File: src/rtl/fetch_controller_pkg.sv
// fetch_controller_pkg: shared state encoding and width constants for the fetch unit.
//   state_e        : IDLE / FETCH / HALTED controller states
//   INSTR_W        : instruction word width
//   DEFAULT_ADDR_W : default word-address width of instruction memory
package fetch_controller_pkg;
    localparam int INSTR_W        = 32;
    localparam int DEFAULT_ADDR_W = 6;
    typedef enum logic [1:0] {IDLE, FETCH, HALTED} state_e;
endpackage

File: src/rtl/fetch_queue.sv
// fetch_queue: synchronous FIFO with registered storage and flush.
//   clk, reset : clock, synchronous active-high reset (clears storage too)
//   push_i     : write data_i (caller guarantees room or a same-cycle pop)
//   pop_i      : drop head entry (ignored when empty)
//   flush_i    : discard all entries
//   data_o     : head entry; full_o / empty_o : occupancy flags
module fetch_queue #(
    parameter int W     = 38,
    parameter int DEPTH = 2
) (
    input  logic         clk,
    input  logic         reset,
    input  logic         push_i,
    input  logic         pop_i,
    input  logic         flush_i,
    input  logic [W-1:0] data_i,
    output logic [W-1:0] data_o,
    output logic         full_o,
    output logic         empty_o
);
    localparam int PW = $clog2(DEPTH);
    logic [W-1:0] mem_q [DEPTH];
    logic [PW:0]  wr_q, rd_q;
    logic         do_push, do_pop;
    // Extra pointer bit distinguishes full from empty when indices match.
    assign empty_o = wr_q == rd_q;
    assign full_o  = (wr_q[PW] != rd_q[PW]) && (wr_q[PW-1:0] == rd_q[PW-1:0]);
    assign do_pop  = pop_i && !empty_o;
    assign do_push = push_i && (!full_o || do_pop);
    assign data_o  = mem_q[rd_q[PW-1:0]];
    always_ff @(posedge clk) begin
        if (reset || flush_i) begin
            wr_q <= '0;
            rd_q <= '0;
        end else begin
            wr_q <= do_push ? wr_q + 1'b1 : wr_q;
            rd_q <= do_pop ? rd_q + 1'b1 : rd_q;
        end
    end
    always_ff @(posedge clk) begin
        if (reset) begin
            for (int i = 0; i < DEPTH; i++) mem_q[i] <= '0;
        end else if (do_push && !flush_i) begin
            mem_q[wr_q[PW-1:0]] <= data_i;
        end
    end
endmodule

File: src/rtl/fetch_controller.sv
// fetch_controller: sequential instruction fetch into a small queue with redirect and halt.
//   clk, reset               : clock, synchronous active-high reset
//   Start, StartAddr         : leave IDLE and fetch from StartAddr
//   Redirect, RedirectAddr   : flush queue and refetch from RedirectAddr (any state)
//   ReadAddress, Instruction : combinational instruction-memory read port
//   InstrValid/Ready/Out/PC  : queue head handshake to decode
//   Halted                   : high while in HALTED
module fetch_controller
    import fetch_controller_pkg::*;
#(
    parameter int ADDR_W       = DEFAULT_ADDR_W,
    parameter int QDEPTH       = 2,
    parameter bit HALT_ON_ZERO = 1'b1
) (
    input  logic               clk,
    input  logic               reset,
    input  logic               Start,
    input  logic [ADDR_W-1:0]  StartAddr,
    input  logic               Redirect,
    input  logic [ADDR_W-1:0]  RedirectAddr,
    output logic [ADDR_W-1:0]  ReadAddress,
    input  logic [INSTR_W-1:0] Instruction,
    output logic               InstrValid,
    input  logic               InstrReady,
    output logic [INSTR_W-1:0] InstrOut,
    output logic [ADDR_W-1:0]  InstrPC,
    output logic               Halted
);
    state_e                     state_q, state_d;
    logic [ADDR_W-1:0]          pc_q, pc_d;
    logic [INSTR_W+ADDR_W-1:0]  head;
    logic                       full, empty, pop, fetch, halt_word;
    assign InstrValid  = !empty;
    assign pop         = InstrValid && InstrReady && !Redirect;
    assign halt_word   = HALT_ON_ZERO && (Instruction == '0);
    // Redirect suppresses this cycle's fetch; a full queue fetches only when its head leaves.
    assign fetch       = (state_q == FETCH) && !Redirect && (!full || pop);
    assign ReadAddress = pc_q;
    assign InstrOut    = head[INSTR_W+ADDR_W-1:ADDR_W];
    assign InstrPC     = head[ADDR_W-1:0];
    assign Halted      = state_q == HALTED;
    fetch_queue #(.W(INSTR_W + ADDR_W), .DEPTH(QDEPTH)) u_queue (
        .clk    (clk),
        .reset  (reset),
        .push_i (fetch && !halt_word),
        .pop_i  (pop),
        .flush_i(Redirect),
        .data_i ({Instruction, pc_q}),
        .data_o (head),
        .full_o (full),
        .empty_o(empty)
    );
    always_ff @(posedge clk) begin
        if (reset) begin
            state_q <= IDLE;
            pc_q    <= '0;
        end else begin
            state_q <= state_d;
            pc_q    <= pc_d;
        end
    end
    always_comb begin
        state_d = state_q;
        pc_d    = pc_q;
        if (Redirect) begin
            state_d = FETCH;
            pc_d    = RedirectAddr;
        end else if (state_q == IDLE && Start) begin
            state_d = FETCH;
            pc_d    = StartAddr;
        end else if (fetch) begin
            // A halt word is not consumed: PC stays pointing at it.
            state_d = halt_word ? HALTED : FETCH;
            pc_d    = halt_word ? pc_q : pc_q + 1'b1;
        end
    end
endmodule
File: config.mk
export PLATFORM = sky130hd
export DESIGN_NAME = fetch_controller
export DESIGN_NICKNAME = d
export VERILOG_FILES = /design/src/rtl/fetch_controller_pkg.sv /design/src/rtl/fetch_queue.sv /design/src/rtl/fetch_controller.sv
export SDC_FILE = /design/constraint.sdc
export NUM_CORES = 1
export LEC_CHECK = 0
export CELL_PAD_IN_SITES_DETAIL_PLACEMENT = 1
export CELL_PAD_IN_SITES_GLOBAL_PLACEMENT = 1
export CORE_MARGIN = 8
export CORE_UTILIZATION = 40
export DETAILED_ROUTE_END_ITERATION = 7
export HOLD_SLACK_MARGIN = 0.08
export PLACE_DENSITY = 0.85
export SETUP_SLACK_MARGIN = 0.02
export SYNTH_ARGS = -nofsm -noshare
export SYNTH_HDL_FRONTEND = slang
export SYNTH_SLANG_ARGS = --single-unit
File: constraint.sdc
create_clock -name clk -period 3.9 [get_ports clk]
set_input_delay 0.39 -clock clk [delete_from_list [all_inputs] [get_ports clk]]
set_output_delay 0.39 -clock clk [all_outputs]
set_load 0.01 [all_outputs]
Word level (Yosys, flattened, before mapping)
Memories as Yosys holds them, arrays and structs flattened. A register that Yosys moved wholly into a read port is not among the register bits. Cells that the tools add are included.

Add/sub/neg operators: 3. Eq/ne operators: 6. Mux-type cells: 18. Reduce and logical (&&, ||, !) cells: 23.

Operators by type and width (count): 38-bit two-way mux (1); 38-bit OR reduction (1); 32-bit zero test (1); 6-bit two-way mux (4); 1-bit two-way mux (12); 1-bit logical AND (10); 6-bit by 1-bit adder with 6-bit output (second input constant) (1); 2-bit by 1-bit adder with 2-bit output (second input constant) (2); 1-bit zero test (4); 1-bit logical OR (3); 3-bit by 2-bit != test with 1-bit output (second input constant) (1); 3-bit nonzero test (1); 3-bit OR reduction (1); 2-bit by 1-bit equality test with 1-bit output (second input constant) (1); 2-bit equality test (1); 2-bit equality test (second input constant) (1); 2-bit zero test (1); 2-bit two-way mux (1); 2-bit AND reduction (1); 1-bit equality test (1); 1-bit != test (1).

Register bits: 12. RAM bits: 76. Input port bits: 49. Memories: 1.

Memory list: u_queue.mem_q (depth 2, bits a word 38, rd ports 1, clocked after memory_dff 1, wr ports 2, line fetch_queue.sv:22) `logic [W-1:0] mem_q [DEPTH];`.

Longest topological paths before layout
Depth in word-level cells: 14. Depth in mapped cells: 7.

Modules after synthesis
From an unflattened synthesis, not the netlist that was laid out.

Cells, all modules: 335. Area total of the unflattened synthesis: 4314.1 µm².

Modules (own cells, without submodules): fetch_queue (instances 1, cells an instance 250, area each 3602.2 µm², seq. area each 2382.3 µm²); fetch_controller (instances 1, cells an instance 85, area each 711.9 µm², seq. area each 160.2 µm²).

Least setup slack after synthesis
Ideal clock, no wire load.

Kind: reg2reg. Start: register u_queue.wr_q[0]. End: memory u_queue.mem_q[0][0] (enable). Arrival: 2.703 ns. Data required time: 3.459 ns. Setup slack: 0.756 ns. Cell stages (with the launch flop): 5. Buffers on the path: 0. Period minus slack after synthesis: 3.144 ns. Path through: dfxtp_1 > xor2_1 > o311a_2 > o21ai_4 > o21bai_1.

RTL lines: start, declared (line fetch_queue.sv:23) `logic [PW:0] wr_q, rd_q;`; start signal, assigned (line fetch_queue.sv:36) `wr_q <= do_push ? wr_q + 1'b1 : wr_q;`; end, declared (line fetch_queue.sv:22).

==> impl_metrics.env <==
export IMPL_fin_hold_ws_ns=0.554
export IMPL_yosysSeqAreaShare_pct=61.4
export IMPL_cts_setup_buffers=0
export IMPL_gp_congestion=0.742
export IMPL_crit_arrival_ns=2.95
export IMPL_rr_endpoint="u_queue.mem_q[0][30]"
export IMPL_worstPathRequired_ns=3.86
export IMPL_drtAntennaViolNets=0
export IMPL_htreeDepth=3
export IMPL_cpPeakStageDelay_ns=0.65
export IMPL_nets=450
export IMPL_drcViolationCount=0
export IMPL_wire_per_inst_um=18.3
export IMPL_grt_pass1_wl_um=16100
export IMPL_final_common_cell="clkdlybuf4s50_1"
export IMPL_slew_headroom_pct=18.6
export IMPL_ys_ff_latch=89
export IMPL_cp_cell_sequence="clkdlybuf4s50_1 -> nor4_1 -> nand4_1 -> o21ai_4 -> nor2_1 -> or2_2"
export IMPL_cts_resized=0
export IMPL_cts_buffers=9
export IMPL_grt_start_max_net_pins=39
export IMPL_max_freq_ghz=0.335
export IMPL_ys_warn_count=0
export IMPL_fin_crit_sh_pct=76.5
export IMPL_grt_setup_unrepaired="no"
export IMPL_root_buffer="clkbuf_8"
export IMPL_startpoint="Instruction[16]"
export IMPL_core_rowCount=37
export IMPL_layout_drive_gt1_share_pct=16.5
export IMPL_antennaDiodeCount=0
export IMPL_tightest_slew_ns=1.22
export IMPL_ir_worst_vdd_mv=0.178
export IMPL_synth_edf_count=76
export IMPL_io_pins=95
export IMPL_die_h_um=118
export IMPL_postCtsHoldBufs=0
export IMPL_hold_path_class="reg -> reg"
export IMPL_synth_area_um2=4140
export IMPL_clkTransAtPathRegs_ns=0.09
export IMPL_worstRegToRegCells=5
export IMPL_end_kind="flip-flop"
export IMPL_dr_pass1_iters=4
export IMPL_area_growth_pct=30.4
export IMPL_overflow=0
export IMPL_hp_start="u_queue.wr_q[1]"
export IMPL_syn_avg_cell_area_um2=13.3
export IMPL_io_buffers=94
export IMPL_fp_dieW_um=118
export IMPL_finalSetupTns_ns=0
export IMPL_drt_initial_drc_count=115
export IMPL_die_area_um2=13900
export IMPL_p_comb_share_pct=12.8
export IMPL_grt_pass1_vias=3081
export IMPL_switchingPower_w=0.000463
export IMPL_hold_viol_final=0
export IMPL_start_kind="input port"
export IMPL_fillCellCount=1047
export IMPL_drv_slew=0
export IMPL_cts_tree="yes"
export IMPL_switching_share_pct=23.4
export IMPL_placeableCoreArea_um2=10200
export IMPL_syn_inst=311
export IMPL_wirelength_um=9900
export IMPL_reg2reg_setup_slack_ns=1.38
export IMPL_clock_sinks=89
export IMPL_start_util_pct=40.7
export IMPL_maxCapViolCount=0
export IMPL_criticalPathCategory="in -> reg"
export IMPL_skew_ns=0.00918
export IMPL_syn_nets=361
export IMPL_viasPerCell=5.03
export IMPL_hold_depth=2
export IMPL_fin_crit_ns=2.98
export IMPL_hpwl_um=6990
export IMPL_antenna_found_initial=0
export IMPL_vias=2719
export IMPL_status="completed"
export IMPL_clock_path_buffers=2
export IMPL_hold_path_end="u_queue.wr_q[1]"
export IMPL_grt_total_usage_pct=14.5
export IMPL_clock_power_share_pct=31.6
export IMPL_ys_flop_type="edfxtp_1"
export IMPL_seqPwrFrac_pct=55.7
export IMPL_clk_latency_ns=0.35
export IMPL_power_density_nw_per_um2=367
export IMPL_cp_slowest_cell="or2_2"
export IMPL_pre_cts_ws_ns=0.508
export IMPL_finalSetupViolations=0
export IMPL_r2r_start="u_queue.wr_q[0]"
export IMPL_cp_max_fo=38
export IMPL_leakagePower_nw=1.96
export IMPL_mostFrequentLayoutCells="clkdlybuf4s50_1, and2_1, edfxtp_1"
export IMPL_yosys_cell_types_count=39
export IMPL_p_int_w=0.00152
export IMPL_fin_ws_ns=0.916
export IMPL_async_flop_share_pct=0
cell usage after synthesis (all sizes together), types with 2 or more instances:
library cell / number / area share, %
clkbuf: 13 / 1.3
nand2: 9 / 0.82
nand3: 2 / 0.24
edfxtp: 76 / 55
mux2i: 2 / 0.48
xnor2: 4 / 0.85
mux2: 41 / 11
nor3: 7 / 1.1
nor2: 8 / 0.72
nand4: 2 / 0.30
nor4: 8 / 1.2
and2: 76 / 11
o21ai: 6 / 1.0
xor2: 5 / 1.1
buf: 4 / 0.57
a21oi: 4 / 0.48
a221o: 2 / 0.54
a211o: 4 / 0.85
a211oi: 2 / 0.36
inv: 2 / 0.18
nand2b: 4 / 0.60
nor2b: 5 / 0.75
o311a: 2 / 0.54
dfxtp: 13 / 6.3
worst max-delay path by stage:
stage                            to
6_report       u_queue.mem_q[1][22]
5_1_grt        u_queue.mem_q[1][22]
4_1_cts         u_queue.mem_q[1][6]
3_5_place_dp   u_queue.mem_q[1][15]
3_3_place_gp   u_queue.mem_q[1][23]
2_1_floorplan   u_queue.mem_q[0][0]
metrics by stage:
stage	std cells	utilization, %	area (µm²)	power [W]
2_1_floorplan	311	-	4140	0.00122
3_3_place_gp	525	51.2	5210	0.00137
3_5_place_dp	525	51.2	5210	0.00138
4_1_cts	541	53.1	5410	0.00200
5_1_grt	541	53.1	5410	0.00205
6_report	541	53.1	5410	0.00198
state kept, by name, summed over array words and instances (netlist names), named ones only:
register and count:
state_q 2, u_queue.wr_q 2, u_queue.mem_q 76, u_queue.rd_q 2, ReadAddress 6
worst max-delay path, delay by kind of cell:
family                 cells  cell delay [ns]
AOI/OAI and AO/OA          1             0.46
buffers and inverters      1             0.45
and+or+nand+nor            4             1.63
logic make-up (layout without fill, tap and decap cells):
group                    after synthesis  after routing  share of synthesized area [%]
AO/OA/AOI/OAI                         23             23                           4.38
AND/OR/NAND/NOR                      127            127                           18.4
XOR/XNOR                               9              9                           1.90
multiplexers                          43             43                           11.6
flip-flops                            89             89                           61.4
buffers and inverters                 19            113                           2.05
adder cells (fa/ha/maj)                1              1                          0.302
per-layer routing:
| metal | global-route usage [%] | routed length (µm) | up-vias |
|---|---|---|---|
| li1 | - | - | 1298 |
| met1 | 16.3 | 4270 | 1348 |
| met2 | 26.7 | 5190 | 67 |
| met3 | 3.79 | 380 | 6 |
| met4 | 3.04 | 59 | 0 |
| met5 | 0 | 0 | - |
layout make-up:
type                    instances  area (µm²)  share of cell area [%]
flip-flops and latches         89        2540                    47.1
repair buffers                 95         948                    17.5
multi-input cells             203        1540                    28.5
clock buffers                   9         124                    2.29
well taps                     136         170                    3.15
inverters                       2        7.51                   0.139
clock inverters                 7        71.3                    1.32
power by group through the flow:
stage | registers (W) | logic (W) | clock network (W)
after global placement | 0.00112 | 0.000250 | 0
after detailed placement | 0.00113 | 0.000257 | 0
after floorplan | 0.00112 | 0.000106 | 0
after CTS | 0.00110 | 0.000258 | 0.000638
final | 0.00110 | 0.000253 | 0.000626
after global routing | 0.00111 | 0.000273 | 0.000669
No activity file was read; power rests on OpenSTA's default activity.
